[src/rtl/countdown_timer.sv]
// rtl/countdown_timer.sv - loadable down-counting interval timer with valid/ready expiry events
//
// Optional feature macro: TIMER_PRESCALE_EN (divide ce by PRESCALE before each decrement).
//
// Parameters:
//   WIDTH      counter and preset width in bits
//   PRESCALE   ce cycles per decrement when TIMER_PRESCALE_EN is defined (>=1)
//
// Ports:
//   clk        in   1      clock, all logic on rising edge
//   rst        in   1      synchronous reset, active-high
//   load       in   1      strobe: capture load_val into the reload register
//   load_val   in   WIDTH  preset value
//   start      in   1      strobe: begin or resume counting
//   stop       in   1      strobe: pause counting (wins over start)
//   auto_rl    in   1      1 = reload and keep running on expiry, 0 = one-shot
//   ce         in   1      count enable / tick qualifier
//   count      out  WIDTH  current count value
//   busy       out  1      high while in RUN
//   evt_valid  out  1      expiry event pending
//   evt_ready  in   1      consumer accepts the event
//   overrun    out  1      sticky: expiry while previous event still pending

module countdown_timer #(
    parameter int WIDTH    = 8,
    parameter int PRESCALE = 4
) (
    input  logic             clk,
    input  logic             rst,
    input  logic             load,
    input  logic [WIDTH-1:0] load_val,
    input  logic             start,
    input  logic             stop,
    input  logic             auto_rl,
    input  logic             ce,
    output logic [WIDTH-1:0] count,
    output logic             busy,
    output logic             evt_valid,
    input  logic             evt_ready,
    output logic             overrun
);

    typedef enum logic [1:0] {
        S_IDLE  = 2'd0,
        S_RUN   = 2'd1,
        S_PAUSE = 2'd2,
        S_DONE  = 2'd3
    } state_t;

    state_t           state_q, state_d;
    logic [WIDTH-1:0] count_q, count_d;
    logic [WIDTH-1:0] reload_q, reload_d;
    logic             evt_valid_q, evt_valid_d;
    logic             overrun_q, overrun_d;
    // Marks the first cycle in RUN so a zero count expires once on entry.
    logic             enter_q, enter_d;
    logic             tick;
    logic             expire;
    logic             start_acc;

    if (PRESCALE < 1) begin : g_prescale_range
        $error("countdown_timer: PRESCALE must be >= 1");
    end

    // A start only takes effect outside RUN and when stop is not also asserted.
    assign start_acc = (state_q != S_RUN) && start && !stop;

`ifdef TIMER_PRESCALE_EN
    localparam int PW = (PRESCALE > 1) ? $clog2(PRESCALE) : 1;
    localparam logic [PW-1:0] PRESC_LAST = PW'(PRESCALE - 1);

    logic [PW-1:0] presc_q, presc_d;

    assign tick = ce && (presc_q == PRESC_LAST);

    always_comb begin
        presc_d = presc_q;
        if (load || start_acc) begin
            presc_d = '0;
        end else if ((state_q == S_RUN) && ce && !stop) begin
            presc_d = (presc_q == PRESC_LAST) ? '0 : presc_q + PW'(1);
        end
    end

    always_ff @(posedge clk) begin
        if (rst) begin
            presc_q <= '0;
        end else begin
            presc_q <= presc_d;
        end
    end
`else
    assign tick = ce;
`endif

    always_comb begin
        state_d     = state_q;
        count_d     = count_q;
        reload_d    = load ? load_val : reload_q;
        evt_valid_d = evt_valid_q;
        overrun_d   = overrun_q;
        expire      = 1'b0;

        case (state_q)
            S_IDLE, S_PAUSE: begin
                if (load) begin
                    count_d = load_val;
                end
                if (start && !stop) begin
                    state_d = S_RUN;
                end
            end
            S_DONE: begin
                if (load) begin
                    count_d = load_val;
                end
                if (start && !stop) begin
                    state_d = S_RUN;
                    count_d = load ? load_val : reload_q;
                end
            end
            S_RUN: begin
                // A stop freezes the count; no decrement or expiry that cycle.
                if (stop) begin
                    state_d = S_PAUSE;
                end else if ((tick && (count_q <= WIDTH'(1))) ||
                             (enter_q && (count_q == '0))) begin
                    // count==0 with a tick only happens when auto-reloading zero;
                    // it expires instead of wrapping.
                    expire = 1'b1;
                    if (auto_rl) begin
                        count_d = reload_q;
                    end else begin
                        count_d = '0;
                        state_d = S_DONE;
                    end
                end else if (tick) begin
                    count_d = count_q - WIDTH'(1);
                end
            end
            default: begin
                state_d = S_IDLE;
            end
        endcase

        if (evt_valid_q && evt_ready) begin
            evt_valid_d = 1'b0;
        end
        if (expire) begin
            evt_valid_d = 1'b1;
            if (evt_valid_q && !evt_ready) begin
                overrun_d = 1'b1;
            end
        end

        enter_d = (state_q != S_RUN) && (state_d == S_RUN);
    end

    always_ff @(posedge clk) begin
        if (rst) begin
            state_q     <= S_IDLE;
            count_q     <= '0;
            reload_q    <= '0;
            evt_valid_q <= 1'b0;
            overrun_q   <= 1'b0;
            enter_q     <= 1'b0;
        end else begin
            state_q     <= state_d;
            count_q     <= count_d;
            reload_q    <= reload_d;
            evt_valid_q <= evt_valid_d;
            overrun_q   <= overrun_d;
            enter_q     <= enter_d;
        end
    end

    assign count     = count_q;
    assign busy      = (state_q == S_RUN);
    assign evt_valid = evt_valid_q;
    assign overrun   = overrun_q;

endmodule

[config.mk]
export PLATFORM = sky130hd
export DESIGN_NAME = countdown_timer
export DESIGN_NICKNAME = d
export VERILOG_FILES = /design/src/rtl/countdown_timer.sv
export SDC_FILE = /design/constraint.sdc
export NUM_CORES = 1
export LEC_CHECK = 0
export ABC_AREA = 1
export CAP_MARGIN = 20
export CORE_ASPECT_RATIO = 1.1
export CORE_UTILIZATION = 27
export DETAILED_ROUTE_END_ITERATION = 6
export SYNTH_ARGS = -nofsm -noshare
export SYNTH_HDL_FRONTEND = slang
export SYNTH_SLANG_ARGS = --single-unit
[constraint.sdc]
create_clock -name clk -period 1.6 [get_ports clk]
set_input_delay 0.48 -clock clk [delete_from_list [all_inputs] [get_ports clk]]
set_output_delay 0.48 -clock clk [all_outputs]
set_load 0.01 [all_outputs]
==> impl_metrics.tcl <==
set metrics [dict create \
    fp-row-count 27 \
    layout_commonest_cell "nand2_1" \
    die_w_um 71.4 \
    syn_area_per_cell_um2 6.33 \
    crit_chain "inv_2 -> nor2_4 -> dlygate4sd2_1" \
    gp_congestion 0.791 \
    crit_path_start_kind "flip-flop" \
    yosysTopAreaCell "dfxtp_1" \
    clk_pin_slew_ps 80 \
    synth-compound-area-share_pct 19.0 \
    synth_warnings 0 \
    multi_input_comb_area_um2 906 \
    fin_util_pct 38.7 \
    tightest_slew_ps 338 \
    htree_levels 1 \
    synth-main-ff-cell "dfxtp_1" \
    fmax_mhz 649 \
    synth-simple-area-share_pct 38.5 \
    ys_types 27 \
    status "finished with violations" \
    grtUsageTotal_pct 13.3 \
    grt_max_degree 17 \
    maxSlewHeadroom_pct 77.4 \
    synthArstFlopShare_pct 0 \
    holdBufCountCts 0 \
    finalCriticalPeriod_ps 1540 \
    synth_area_leaders "dfxtp_1 29%, nand2_1 18%, nor2_1 7.1%" \
    routed_wl_um 3620 \
    maxSlewViolCount 0 \
    crit_type "reg -> out" \
    max_stage_delay_ps 390 \
    netlist.area_leader.share_pct 29.4 \
    hold_viol 0 \
    cts_tree "done" \
    initial_core_util_pct 28.2 \
    fillerInstances 559 \
    hold_class "reg -> reg" \
    cp_num_buf_inv 2 \
    drtAntennaViolNets 0 \
    via_per_inst 4.53 \
    wl_per_cell_um 11.0 \
    violations "design-rule violations" \
    holdWs_ps 458 \
    core_area_mm2 0.00507 \
    cts_buffers 3 \
    worstSkewPairLatency_ps 270 \
    io_buffers 26 \
    grt_overflow_total 0 \
    ios 27 \
    num-nets-final 290 \
    synth_fa_ha_area_share_pct 2.62 \
    grt_pass1_vias 1356 \
    ys_ff_latch 21 \
    vias 1487 \
    powerDensity_mw_per_mm2 834 \
    syn_area_mm2 0.00143 \
    synth_cells 226 \
    power.leakage_nw 0.890 \
    synthXorXnorAreaFrac_pct 0.612 \
    synth_top_family_by_area "simple AND/OR/NAND/NOR gates" \
    antenna_cells 0 \
    antenna_found_initial 0 \
    cts_buffer_depth 2 \
    max_cap_violations 0 \
    finClkSkew_ps 7.25 \
    drt_iter0_drc 69 \
    path_delay_family "flip-flops" \
    end_kind "primary output" \
    yosysSeqAreaShare_pct 29.4 \
    first_pass_iters 6 \
    setup_viol 0 \
    synth_mux_area_share_pct 0 \
    worst_path_max_delay_cell "dfxtp_2" \
    die-area_mm2 0.00559 \
    tns_ps 0 \
    hpwlAfterDp_um 2860 \
    drc 3 \
    grt_pass1_wl_um 6020 \
    final_cell_mix "68 x nand2_1, 25 x nor2_1, 20 x inv_1" \
    vdd_drop_max_mv 0.263 \
    cts_root_buffer "clkbuf_8" \
    grt_setup_unrepaired "true" \
    cp_data_required_time_ps 1120 \
    worst_ep_arrival_time_ps 1060 \
    cts.sinks 21 \
    die_y_um 78.3 \
    worst-path-max-fanout 4 \
    area_delta_synth_final_pct 37.1 \
    syn_nets 245 \
    fin_crit_sh_pct 96.3 \
    synth_edf_count 0 \
    regArea_um2 429 \
    drive_gt1_share_pct 21.9 \
]
-- metrics by stage --
stage	std cells	cell area (um2)	power, mW	setup WS [ps]
after floorplan	226	1430	1.04	1.83
after global placement	323	1880	1.27	-294
after detailed placement	323	1880	1.28	-328
after CTS	327	1930	1.63	5.68
after global routing	328	1960	1.75	-34.0
final	328	1960	1.64	58.8
-- worst min-delay path, stage by stage, from the launching register on --
cell     delay [ps]
dfxtp_1         310
inv_1            50
a21oi_1          50
-- Yosys cell counts, types with 2 or more instances --
master	n
buf_2	3
nor2_1	27
a21oi_2	8
ha_1	3
inv_1	22
buf_6	2
o21ai_0	20
nand2_1	68
nand2_2	3
nor2_4	3
nand3_1	19
nor3_1	2
a21oi_1	4
a21boi_0	7
nand4_1	3
dfxtp_1	21
-- sequential cells by signal, summed over array words and instances, names as in the netlist --
name,count
enter_q,1
count,8
state_q,2
overrun,1
evt_valid,1
reload_q,8
-- kinds of logic after synthesis --
logic type	after synthesis
simple gates	127
xor+xnor	1
fa+ha+maj	3
compound gates	42
flops	21
buf+inv	32
-- where the power goes --
group	internal [mW]	switching, mW
Combinational	0.285	0.370
Sequential	0.570	0.0475
Clock	0.178	0.186
-- layout make-up --
class,count,share of cell area [%]
well taps,58,3.70
multi-input cells,174,46.2
inverters,25,4.91
flip-flops and latches,21,21.9
repair buffers,46,21.0
clock buffers,4,2.30
-- final timing paths --
kind	cells past startpoint	endpoint	slack, ps	from
hold reg to reg	2	overrun	460	overrun
hold / removal	2	overrun	460	overrun
setup reg to reg	11	count[2]	120	count[0]
setup / recovery	3	busy	60	state_q[0]
-- routing by layer --
metal | wire [um] | track usage [%] | vias up
met5 | 0 | 0 | -
met4 | 50 | 5.40 | 0
met3 | 110 | 1.54 | 4
met2 | 1610 | 22.0 | 27
met1 | 1850 | 17.5 | 646
li1 | - | - | 810
-- what timing repair did --
| item | 4_1_cts | 5_1_grt |
|---|---|---|
| setup buffers | 0 | 0 |
| endpoints found under the setup margin | 19 | 10 |
| cloned | 0 | 1 |
| pin swaps | 0 | 2 |
| resized for setup | 20 | 18 |
Power figures use the tool's default switching activity.
